### src/rtl/seq_alu_param.sv
// Multi-cycle signed ALU with parametrised operand width: single-cycle ADD/SUB/logic ops,
// radix-2 Booth multiply and non-restoring divide behind a BEGIN/END handshake.
module seq_alu_param #(
  parameter int WIDTH = 8,
  parameter int CNT_W = $clog2(WIDTH) + 1
) (
  input  logic                 clk,
  input  logic                 reset,
  input  logic [WIDTH-1:0]     X,
  input  logic [WIDTH-1:0]     Y,
  input  logic [2:0]           op,
  input  logic                 BEGIN,
  output logic [2*WIDTH-1:0]   OUT,
  output logic                 END,
  output logic                 busy,
  output logic                 ovr,
  output logic                 dvz,
  output logic [CNT_W-1:0]     count
);

  localparam logic [2:0] OP_ADD = 3'b000;
  localparam logic [2:0] OP_SUB = 3'b001;
  localparam logic [2:0] OP_AND = 3'b010;
  localparam logic [2:0] OP_OR  = 3'b011;
  localparam logic [2:0] OP_MUL = 3'b100;
  localparam logic [2:0] OP_DIV = 3'b101;
  localparam logic [2:0] OP_XOR = 3'b110;
  localparam logic [2:0] OP_NOT = 3'b111;

  localparam logic [CNT_W-1:0] CNT_LAST = CNT_W'(WIDTH);
  localparam logic [WIDTH-1:0] MOST_NEG = {1'b1, {(WIDTH-1){1'b0}}};
  localparam logic [WIDTH-1:0] ALL_ONES = {WIDTH{1'b1}};
  localparam logic [WIDTH-1:0] ZERO_W   = {WIDTH{1'b0}};

  typedef enum logic [2:0] {
    IDLE    = 3'd0,
    EXEC    = 3'd1,
    MUL_IT  = 3'd2,
    DIV_IT  = 3'd3,
    DIV_FIX = 3'd4,
    DONE    = 3'd5
  } state_t;

  state_t               state_q, state_d;
  logic [WIDTH-1:0]     x_q, x_d, y_q, y_d, q_q, q_d;
  logic [2:0]           op_q, op_d;
  // A carries two guard bits: Booth needs one for -M of the most-negative M, division needs two.
  logic [WIDTH+1:0]     a_q, a_d;
  logic                 qm1_q, qm1_d;
  logic [CNT_W-1:0]     count_q, count_d;
  logic [2*WIDTH-1:0]   out_q, out_d;
  logic                 end_q, end_d, busy_q, busy_d, ovr_q, ovr_d, dvz_q, dvz_d;

  logic [WIDTH+1:0]     m_ext, dvs_ext, mul_sum, div_sh, div_new;
  logic [WIDTH-1:0]     r_add, r_sub, rem_mag, rem_s, quo_s;

  function automatic logic [WIDTH-1:0] abs_val(input logic [WIDTH-1:0] v);
    abs_val = v[WIDTH-1] ? (~v + {{(WIDTH-1){1'b0}}, 1'b1}) : v;
  endfunction

  // Next-state, datapath and result computation.
  always_comb begin
    state_d = state_q;
    x_d     = x_q;
    y_d     = y_q;
    op_d    = op_q;
    a_d     = a_q;
    q_d     = q_q;
    qm1_d   = qm1_q;
    count_d = count_q;
    out_d   = out_q;
    ovr_d   = ovr_q;
    dvz_d   = dvz_q;
    r_add   = x_q + y_q;
    r_sub   = x_q - y_q;
    m_ext   = {{2{y_q[WIDTH-1]}}, y_q};
    dvs_ext = {2'b00, abs_val(y_q)};
    mul_sum = a_q;
    div_sh  = {a_q[WIDTH:0], q_q[WIDTH-1]};
    div_new = div_sh;
    rem_mag = a_q[WIDTH+1] ? (a_q[WIDTH-1:0] + dvs_ext[WIDTH-1:0]) : a_q[WIDTH-1:0];
    rem_s   = x_q[WIDTH-1] ? (ZERO_W - rem_mag) : rem_mag;
    quo_s   = (x_q[WIDTH-1] ^ y_q[WIDTH-1]) ? (ZERO_W - q_q) : q_q;

    case (state_q)
      IDLE: begin
        if (BEGIN) begin
          x_d     = X;
          y_d     = Y;
          op_d    = op;
          ovr_d   = 1'b0;
          dvz_d   = 1'b0;
          count_d = {CNT_W{1'b0}};
          a_d     = {(WIDTH+2){1'b0}};
          qm1_d   = 1'b0;
          case (op)
            OP_MUL: begin
              q_d     = X;
              state_d = MUL_IT;
            end
            OP_DIV: begin
              q_d     = abs_val(X);
              state_d = DIV_IT;
            end
            default: begin
              q_d     = ZERO_W;
              state_d = EXEC;
            end
          endcase
        end else begin
          count_d = {CNT_W{1'b0}};
        end
      end

      EXEC: begin
        state_d = DONE;
        ovr_d   = 1'b0;
        case (op_q)
          OP_ADD: begin
            out_d = {{WIDTH{r_add[WIDTH-1]}}, r_add};
            ovr_d = (x_q[WIDTH-1] == y_q[WIDTH-1]) && (r_add[WIDTH-1] != x_q[WIDTH-1]);
          end
          OP_SUB: begin
            out_d = {{WIDTH{r_sub[WIDTH-1]}}, r_sub};
            ovr_d = (x_q[WIDTH-1] != y_q[WIDTH-1]) && (r_sub[WIDTH-1] != x_q[WIDTH-1]);
          end
          OP_AND:  out_d = {ZERO_W, x_q & y_q};
          OP_OR:   out_d = {ZERO_W, x_q | y_q};
          OP_XOR:  out_d = {ZERO_W, x_q ^ y_q};
          OP_NOT:  out_d = {ZERO_W, ~x_q};
          default: out_d = {ZERO_W, ZERO_W};
        endcase
      end

      MUL_IT: begin
        case ({q_q[0], qm1_q})
          2'b01:   mul_sum = a_q + m_ext;
          2'b10:   mul_sum = a_q - m_ext;
          default: mul_sum = a_q;
        endcase
        a_d     = {mul_sum[WIDTH+1], mul_sum[WIDTH+1:1]};
        q_d     = {mul_sum[0], q_q[WIDTH-1:1]};
        qm1_d   = q_q[0];
        count_d = count_q + {{(CNT_W-1){1'b0}}, 1'b1};
        if (count_q == CNT_LAST - {{(CNT_W-1){1'b0}}, 1'b1}) begin
          state_d = DONE;
          out_d   = {a_d[WIDTH-1:0], q_d};
          ovr_d   = 1'b0;
        end else begin
          state_d = MUL_IT;
        end
      end

      DIV_IT: begin
        div_new = a_q[WIDTH+1] ? (div_sh + dvs_ext) : (div_sh - dvs_ext);
        a_d     = div_new;
        q_d     = {q_q[WIDTH-2:0], ~div_new[WIDTH+1]};
        count_d = count_q + {{(CNT_W-1){1'b0}}, 1'b1};
        if (count_q == CNT_LAST - {{(CNT_W-1){1'b0}}, 1'b1}) begin
          state_d = DIV_FIX;
        end else begin
          state_d = DIV_IT;
        end
      end

      DIV_FIX: begin
        state_d = DONE;
        if (y_q == ZERO_W) begin
          dvz_d = 1'b1;
          ovr_d = 1'b0;
          out_d = {x_q, ALL_ONES};
        end else if ((x_q == MOST_NEG) && (y_q == ALL_ONES)) begin
          dvz_d = 1'b0;
          ovr_d = 1'b1;
          out_d = {ZERO_W, MOST_NEG};
        end else begin
          dvz_d = 1'b0;
          ovr_d = 1'b0;
          out_d = {rem_s, quo_s};
        end
      end

      DONE: begin
        state_d = IDLE;
        count_d = {CNT_W{1'b0}};
      end

      default: begin
        state_d = IDLE;
        count_d = {CNT_W{1'b0}};
      end
    endcase

    end_d  = (state_d == DONE);
    busy_d = (state_d != IDLE);
  end

  // State and datapath registers with asynchronous clear.
  always_ff @(posedge clk or posedge reset) begin
    if (reset) begin
      state_q <= IDLE;
      x_q     <= {WIDTH{1'b0}};
      y_q     <= {WIDTH{1'b0}};
      op_q    <= 3'b000;
      a_q     <= {(WIDTH+2){1'b0}};
      q_q     <= {WIDTH{1'b0}};
      qm1_q   <= 1'b0;
      count_q <= {CNT_W{1'b0}};
      out_q   <= {(2*WIDTH){1'b0}};
      end_q   <= 1'b0;
      busy_q  <= 1'b0;
      ovr_q   <= 1'b0;
      dvz_q   <= 1'b0;
    end else begin
      state_q <= state_d;
      x_q     <= x_d;
      y_q     <= y_d;
      op_q    <= op_d;
      a_q     <= a_d;
      q_q     <= q_d;
      qm1_q   <= qm1_d;
      count_q <= count_d;
      out_q   <= out_d;
      end_q   <= end_d;
      busy_q  <= busy_d;
      ovr_q   <= ovr_d;
      dvz_q   <= dvz_d;
    end
  end

  assign OUT   = out_q;
  assign END   = end_q;
  assign busy  = busy_q;
  assign ovr   = ovr_q;
  assign dvz   = dvz_q;
  assign count = count_q;

endmodule

### config.mk
export PLATFORM = sky130hd
export DESIGN_NAME = seq_alu_param
export DESIGN_NICKNAME = d
export VERILOG_FILES = /design/src/rtl/seq_alu_param.sv
export SDC_FILE = /design/constraint.sdc
export NUM_CORES = 1
export LEC_CHECK = 0
export BUFFER_PORTS_ARGS = -buffer_cell sky130_fd_sc_hd__buf_4
export CORE_AREA = 10 10 132 110
export DETAILED_ROUTE_END_ITERATION = 8
export DIE_AREA = 0 0 142 120
export PLACE_DENSITY = 0.76
export SLEW_MARGIN = 25
export SYNTH_ARGS = -nofsm -noshare
export SYNTH_HDL_FRONTEND = slang
export SYNTH_SLANG_ARGS = --single-unit
export TNS_END_PERCENT = 20
### constraint.sdc
create_clock -name clk -period 4.6 [get_ports clk]
set_input_delay 0.23 -clock clk [delete_from_list [all_inputs] [get_ports clk]]
set_output_delay 0.23 -clock clk [all_outputs]
set_load 0.01 [all_outputs]
==> results of run 1 <==
-- layer usage --
metal  vias up  part of all wire
met4         0             0.018
met2       323              0.42
met1      2945              0.45
li1       2867                 -
met5         -                 0
met3        31              0.11
-- metrics by stage --
stage / std cells / cell area (um^2)
4_1_cts: 957 / 7170
3_3_place_gp: 941 / 6810
3_5_place_dp: 941 / 6810
2_1_floorplan: 780 / 6410
6_report: 957 / 7170
5_1_grt: 957 / 7170
-- synthesized netlist by cell type, types with 5 or more instances --
| cell type | count |
|---|---|
| fa_1 | 5 |
| nor3_1 | 22 |
| dfrtp_1 | 65 |
| o211ai_1 | 8 |
| inv_1 | 53 |
| and2_1 | 6 |
| nand2_1 | 71 |
| and3_1 | 6 |
| mux2i_1 | 10 |
| nor2b_1 | 15 |
| a21o_1 | 9 |
| nor3b_1 | 5 |
| o21ai_0 | 55 |
| nand3_1 | 19 |
| nand3b_1 | 7 |
| clkbuf_1 | 36 |
| a211oi_1 | 6 |
| nand2b_1 | 7 |
| mux4_2 | 7 |
| ha_1 | 57 |
| a31oi_1 | 16 |
| xnor2_1 | 32 |
| nand4_1 | 8 |
| o31ai_1 | 15 |
| nor2_1 | 60 |
| a21oi_1 | 48 |
| or3_1 | 7 |
| xor2_1 | 17 |
| mux2_2 | 9 |
-- cell families after synthesis --
kind of cell,share of synthesized area
AOI/OAI and AO/OA,0.230
xor gates and xnor gates,0.0732
adders and majority gates,0.127
buffers and inverters,0.0607
DFF,0.254
muxes,0.0561
and+or+nand+nor,0.199
-- worst max path at each step --
stage	slack, ns	start	end	cells past startpoint
after floorplan	0.77	y_q[1]	OUT[15]	14
after global placement	0.59	y_q[0]	OUT[15]	15
after detailed placement	0.47	y_q[0]	OUT[15]	15
after CTS	0.45	y_q[0]	OUT[15]	15
after global routing	0.01	y_q[0]	OUT[15]	15
final	0.34	y_q[0]	OUT[15]	15
-- worst max-delay path, delay by kind of cell, from the launching register on --
kind                       cells  cell delay, ns
AOI/OAI and AO/OA              5            1.12
xor gates and xnor gates       2            0.69
adders and majority gates      2            0.74
buffers and inverters          4            0.70
DFF                            1            0.63
and+or+nand+nor                2            0.30
-- sequential cells by signal (all words and copies together), names as in the netlist --
signal and count:
a_q 10, dvz 1, count 4, state_q 3, ovr 1, q_q 8, x_q 8, END 1
OUT 16, y_q 8, qm1_q 1, op_q 3, busy 1
-- area by class of cell --
type | instances | area [um^2] | share of cell area
Multi-Input combinational cell | 615 | 4390 | 0.613
Tap cell | 152 | 190 | 0.0265
Clock buffer | 10 | 239 | 0.0333
Inverter | 57 | 214 | 0.0299
Timing Repair Buffer | 52 | 390 | 0.0545
Clock inverter | 6 | 115 | 0.0161
Sequential cell | 65 | 1630 | 0.227
==> flow_summary.toml, run 1 <==
[run_status]
status = "completed"

[timing]
fin_crit_sh = 0.926
fin_setup_tns_ns = 0
whs_ns = 0.0932
setup_ws_ns = 0.339
skew_ns = 0.00788
rsz0062_at_grt = "no"
finalMaxSlewViolations = 0
fin_crit_ns = 4.26
tightest_slew_ns = 0.972
relSlewSlack = 0.352
finalSetupViolations = 0
max_freq_ghz = 0.235
hold_viol = 0

[floorplanning]
die_x_um = 142
fp.dieH_um = 120
io_pins = 46
core_mm2 = 0.0119
dieArea_mm2 = 0.0170
initial_core_util = 0.539
num_rows = 36

[global_routing]
use_met2 = 0.343
use_met3 = 0.0717
grt_overflow = 0
grt_pass1_vias = 5825
antenna_found_initial = 0
grt_start_max_net_pins = 66
grt_pass1_wl_um = 32100
grtUsageMet1 = 0.329
grt.total_usage = 0.234
grt-busiest-layer = "met2"

[finish]
layout_commonest_cell = "nand2_1"
layout_common_cells = "nand2_1, dfrtp_1, nor2_1"
fillers = 1068
drive_gt1_frac = 0.122
utilization = 0.603
area_delta_synth_final_pct = 11.9
diodes = 0
fin_nets = 884

[yosys]
synth_fp_nets = 864
seq_area_frac_synth = 0.254
synthArstFlopShare = 1.00
synth_cell_types = 78
ys_ff_latch = 65
synth_top_area_share = 0.254
synth_area_mm2 = 0.00641
synth-main-ff-cell = "dfrtp_1"
syn_inst = 780
synth_edf_count = 0
syn_area_per_cell_um2 = 8.21
yosysWarnings = 0
synthTopCellsByArea = "dfrtp_1, ha_1, xnor2_1"
synth_area_leader_cell = "dfrtp_1"

[worst_setup_path]
arrival_ns = 4.52
crit_chain = "inv_1 > ha_1 > nor3b_1 > buf_4 > nand2b_1 > xnor2_1 > inv_1 > ha_1 > o21ai_0 > o2111a_1 > a2111oi_0 > buf_4 > a31oi_1 > xor3_1 > o22ai_1"
ff2ff_path_depth = 15
slowest_delay_ns = 0.63
cp-start-kind = "flop"
crit_required_ns = 4.86
worstSetupEndpointType = "flop"
path_max_fanout = 11
r2r_setup_slack_ns = 0.34
worstSetupPathType = "reg -> reg"
rr_endpoint = "OUT[15]"
r2r-start = "y_q[0]"
cp_slowest_cell = "dfrtp_1"

[job]
cap_violations = 0

[clocking]
cts.clk_slew.worst_paths_ns = 0.06
cts_resized = 0
numCtsBuffers = 9
cts-root-buf = "clkbuf_16"
hold_buffers = 0
cts_tree = "done"
postCtsSetupRepairBufs = 0
cts_max_path_buffers = 2
clkSinkCount = 65
clk_latency_ns = 0.35
htree_levels = 3

[route]
drtIter0Drc = 673
first_pass_iters = 6
wl_um = 20300
vias = 6166
wire_per_inst_um = 21.2
via_per_inst = 6.44
drtAntennaViolNets = 0
drcViolationCount = 0

[worst_hold_path]
min-delay-start = "Y[6]"
hold_path.class = "in -> reg"
min_to = "y_q[6]"
hold_depth = 3

[placed_design]
port_buffers = 45
gp_congestion = 0.938
pre_cts_slack_ns = 0.474
dp_hpwl_um = 15600
Power of run 1 is left out: the tool's default activity adds up to more than one toggle a clock period on the data nets, which glitch-free logic cannot reach.
==> run 2: changes to the inputs <==
--- a/config.mk
+++ b/config.mk
@@ -9,6 +9,7 @@
 export CORE_AREA = 10 10 132 110
 export DETAILED_ROUTE_END_ITERATION = 8
 export DIE_AREA = 0 0 142 120
+export GPL_TIMING_DRIVEN = 0
 export PLACE_DENSITY = 0.76
 export SLEW_MARGIN = 25
 export SYNTH_ARGS = -nofsm -noshare
==> run 2 against run 1 <==
Effect of this change:
- worst setup slack improved by 0.047 ns
- routed wire length rose by 4.3%
- clock-buffer cell count did not move
- sequential cell count did not move
- first-iteration DRC count rose by 9.1%
- register-to-register slack improved by 0.05 ns
- via count rose by 4.8%
- global-route usage rose by 1.2 points
- core utilization rose by 0.82 points
- maximum frequency rose by 1.1%
- die area did not move
- critical path type unchanged
- largest cell class unchanged
==> flow_summary.toml, run 2 (synthesized netlist as in run 1, its figures left out) <==
[timing]
fin_crit_ns = 4.21
setup_ws_ns = 0.386
finalMaxSlewViolations = 0
skew_ns = 0.00920
max_freq_ghz = 0.237
tightest_slew_ns = 0.829
rsz0062_at_grt = "no"
hold_viol = 0
fin_crit_sh = 0.916
relSlewSlack = 0.446
finalSetupViolations = 0

[finish]
final_cells = 994
diodes = 0
largest_reg_flops = 16
fillers = 1073
drive_gt1_frac = 0.118
area_delta_synth_final_pct = 13.4
layout_commonest_cell = "nand2_1"
fin_nets = 922
utilization = 0.611
layout_common_cells = "nand2_1, dfrtp_1, nor2_1"

[clocking]
cts_tree = "done"
cts-root-buf = "clkbuf_16"
clkSinkCount = 65
postCtsSetupRepairBufs = 0
clk_latency_ns = 0.34
htree_levels = 3
cts_max_path_buffers = 2
cts.clk_slew.worst_paths_ns = 0.05
numCtsBuffers = 9

[placed_design]
pre_cts_slack_ns = -0.171
dp_hpwl_um = 16600
gp_congestion = 0.961
port_buffers = 45
dp_cells = 978

[floorplanning]
num_rows = 36
core_mm2 = 0.0119
die_x_um = 142
io_pins = 46
dieArea_mm2 = 0.0170
fp.dieH_um = 120
initial_core_util = 0.539

[route]
drtIter0Drc = 734
vias = 6459
wire_per_inst_um = 21.3
drcViolationCount = 0
drtAntennaViolNets = 0
via_per_inst = 6.50
first_pass_iters = 5
wl_um = 21200

[global_routing]
grt_pass1_wl_um = 33600
grt_start_max_net_pins = 47
grt_overflow = 0
grt_pass1_vias = 6195
grt.total_usage = 0.246
antenna_found_initial = 0

[worst_hold_path]
hold_depth = 3
min_to = "y_q[2]"
hold_path.class = "in -> reg"
min-delay-start = "Y[2]"

[worst_setup_path]
path_max_fanout = 11
worstSetupPathType = "reg -> reg"
cp-start-kind = "flop"
arrival_ns = 4.41
ff2ff_path_depth = 15
rr_endpoint = "OUT[13]"
crit_required_ns = 4.79
r2r-start = "y_q[0]"
worstSetupEndpointType = "flop"
r2r_setup_slack_ns = 0.39

[run_status]
status = "completed"

[job]
cap_violations = 0
run 2: worst max-delay path by stage:
stage | slack, ns | cells past startpoint | from | to
finish | 0.39 | 15 | y_q[0] | OUT[13]
global route | 0.13 | 15 | y_q[0] | OUT[13]
CTS | 0.08 | 14 | y_q[0] | OUT[15]
detailed placement | -0.17 | 14 | y_q[0] | OUT[15]
global placement | -0.12 | 14 | y_q[0] | OUT[15]
floorplan | 0.77 | 14 | y_q[1] | OUT[15]
run 2: repair_timing:
| item | 4_1_cts | 5_1_grt |
|---|---|---|
| setup endpoints to repair | 1 | 3 |
| resized for setup | 2 | 2 |
| hold buffers | 1 | 0 |
| endpoints found under the hold margin | 19 | 0 |
run 2: stage by stage:
step                hold WS, ns  instance area, um^2  TNS, ns
detailed placement        0.207                 6960   -0.171
floorplan                 0.347                 6410        0
CTS                      0.0895                 7250        0
finish                   0.0956                 7260        0
global placement          0.437                 6930   -0.122
global route              0.107                 7260        0
run 2: worst max-delay path, stage by stage, from the launching register on:
cell	delay (ns)
dfrtp_1	0.62
inv_1	0.21
ha_1	0.30
nor3b_2	0.21
nand2b_1	0.20
xnor2_2	0.31
inv_1	0.15
ha_1	0.30
clkbuf_2	0.18
nor4bb_1	0.16
a31oi_1	0.15
nand4_1	0.23
o31ai_1	0.38
xnor2_1	0.12
a222oi_1	0.41
a31oi_1	0.15
run 2: layer usage:
layer,up-vias,wire length [um],global-route usage
met5,-,0,0
met4,0,400,0.0727
li1,2952,-,-
met1,3096,9350,0.345
met2,372,9030,0.359
met3,39,2380,0.0682
run 2: cell type report:
class                   instances  area, um^2  area share
plain buffers                  43         175      0.0241
clock buffers                  10         239      0.0329
clock inverters                 5        32.5     0.00448
inverters                      57         216      0.0298
multi-input cells             615        4410       0.607
flip-flops and latches         65        1630       0.224
well taps                     152         190      0.0262
repair buffers                 47         375      0.0517
Power of run 2 is left out for the same reason.
==> run 3: changes to the inputs <==
--- a/config.mk
+++ b/config.mk
@@ -5,10 +5,11 @@
 export SDC_FILE = /design/constraint.sdc
 export NUM_CORES = 1
 export LEC_CHECK = 0
+export ABC_AREA = 1
 export BUFFER_PORTS_ARGS = -buffer_cell sky130_fd_sc_hd__buf_4
-export CORE_AREA = 10 10 132 110
+export CORE_AREA = 10 10 134 111
 export DETAILED_ROUTE_END_ITERATION = 8
-export DIE_AREA = 0 0 142 120
+export DIE_AREA = 0 0 144 121
 export GPL_TIMING_DRIVEN = 0
 export PLACE_DENSITY = 0.76
 export SLEW_MARGIN = 25
==> run 3 against run 2 <==
Effect of this change:
- critical path depth up 5
- worst hold slack better by 0.053 ns
- final area up 2.1%
- core utilization up 0.14 points
==> flow_summary.toml, run 3 <==
[run_status]
status = "completed"

[route]
vias = 6720
via_per_inst = 5.75
drcViolationCount = 0
drtIter0Drc = 673
wire_per_inst_um = 17.8
drtAntennaViolNets = 0
first_pass_iters = 5
wl_um = 20800

[floorplanning]
fp.dieH_um = 121
core_mm2 = 0.0121
dieArea_mm2 = 0.0174
io_pins = 46
num_rows = 36
initial_core_util = 0.543
die_x_um = 144

[global_routing]
grt.total_usage = 0.242
grt_overflow = 0
grt_pass1_vias = 6213
grt_start_max_net_pins = 35
grt_pass1_wl_um = 33300
antenna_found_initial = 0

[yosys]
synth.most_common_cell = "nand2_1"
synthTopCellsByArea = "dfrtp_1, nand2_1, ha_1"
synth_edf_count = 0
synth_top_area_share = 0.247
synth_fp_nets = 1038
synth_area_leader_cell = "dfrtp_1"
synth-main-ff-cell = "dfrtp_1"
ys_ff_latch = 65
seq_area_frac_synth = 0.247
synth_cell_types = 60
syn_inst = 954
syn_area_per_cell_um2 = 6.89
synth_area_mm2 = 0.00658
synthArstFlopShare = 1.00
yosysWarnings = 0
synthTopCellsByCount = "nand2_1, inv_1, nand3_1, nor2_1, dfrtp_1"

[timing]
rsz0062_at_grt = "no"
fin_crit_sh = 0.773
finalMaxSlewViolations = 0
skew_ns = 0.0107
finalSetupViolations = 0
tightest_slew_ns = 0.640
relSlewSlack = 0.573
max_freq_ghz = 0.281
hold_viol = 0
fin_crit_ns = 3.55
fin_setup_tns_ns = 0

[clocking]
clkSinkCount = 65
clk_latency_ns = 0.35
htree_levels = 3
numCtsBuffers = 9
hold_buffers = 1
postCtsSetupRepairBufs = 0
cts_resized = 0
cts_tree = "done"
cts_max_path_buffers = 2
cts.clk_slew.worst_paths_ns = 0.06
cts-root-buf = "clkbuf_16"

[finish]
drive_gt1_frac = 0.142
fillers = 1169
diodes = 0
multi_input_area_mm2 = 0.00424
fin_nets = 1096
layout.area.seq_mm2 = 0.00163
area_delta_synth_final_pct = 12.8
layout_common_cells = "nand2_1, inv_1, nand3_1"
layout_commonest_cell = "nand2_1"
largest_reg_flops = 16

[worst_setup_path]
crit_required_ns = 4.86
cp_slowest_cell = "dfrtp_1"
worstSetupPathType = "reg -> reg"
crit_chain = "inv_1 > ha_1 > inv_2 > nor2_4 > nand2_1 > nand2_1 > nand2_1 > nand2_2 > inv_1 > o31ai_1 > xor2_1 > ha_1 > inv_1 > nor3_1 > nand3_1 > nand3_1 > inv_1 > nand3_1 > nand3_1 > a21oi_1"
path_max_fanout = 6
arrival_ns = 3.82
slowest_delay_ns = 0.50
worstSetupEndpointType = "flop"
cp-start-kind = "flop"

[placed_design]
gp_congestion = 0.958
port_buffers = 45
dp_hpwl_um = 16600

[worst_hold_path]
hold_path.class = "in -> reg"

[job]
cap_violations = 0
==> run 3: cell type report <==
| cell class | instances | area share |
|---|---|---|
| buffer | 22 | 0.0214 |
| clock buffer | 11 | 0.0341 |
| clock inverter | 4 | 0.00388 |
| inverter | 141 | 0.0750 |
| multi-input combinational | 726 | 0.571 |
| sequential | 65 | 0.219 |
| tap | 152 | 0.0256 |
| timing repair buffer | 47 | 0.0496 |
==> run 3: worst paths after layout <==
check	cells past startpoint	slack (ns)	to	start
setup / recovery	20	1.05	q_q[0]	y_q[1]
hold / removal	3	0.15	y_q[5]	Y[5]
setup reg to reg	20	1.05	q_q[0]	y_q[1]
hold reg to reg	2	0.49	OUT[7]	OUT[7]
max in group asynchronous	4	3.59	y_q[6]	reset
min in group asynchronous	3	0.46	a_q[6]	reset
==> run 3: metal layers <==
layer / vias to the layer above / track usage / share of wire / wire, um
li1: 3301 / - / - / -
met1: 3058 / 0.350 / 0.47 / 9780
met2: 328 / 0.340 / 0.41 / 8450
met3: 33 / 0.0794 / 0.11 / 2260
met4: 0 / 0.0490 / 0.014 / 295
met5: - / 0 / 0 / 0
==> run 3: metrics by stage <==
stage / hold slack, ns / util / instances / setup slack (ns) / cell area (um^2)
floorplan: 0.368 / - / 954 / 1.69 / 6580
global placement: 0.473 / 0.586 / 1151 / 1.19 / 7110
detailed placement: 0.284 / 0.588 / 1152 / 1.09 / 7130
CTS: 0.139 / 0.612 / 1168 / 1.07 / 7420
global route: 0.153 / 0.612 / 1168 / 0.766 / 7420
finish: 0.148 / 0.612 / 1168 / 1.05 / 7420
==> run 3: cell families (layout without fill, tap and decap cells) <==
group	count (synthesis)	count (layout)	synth area share
xor+xnor	21	21	0.0280
simple gates	457	457	0.317
compound gates	186	186	0.175
flops	65	65	0.247
buf+inv	163	225	0.108
fa+ha+maj	62	62	0.124
==> run 3: worst max-delay path, delay by kind of cell, from the launching register on <==
| kind | cells | cell delay [ns] |
|---|---|---|
| AOI/OAI and AO/OA | 2 | 0.42 |
| buffers and inverters | 5 | 0.58 |
| adders and majority gates | 2 | 0.61 |
| and+or+nand+nor | 10 | 1.22 |
| DFF | 1 | 0.50 |
| xor gates and xnor gates | 1 | 0.16 |
Power of run 3 is left out for the same reason.
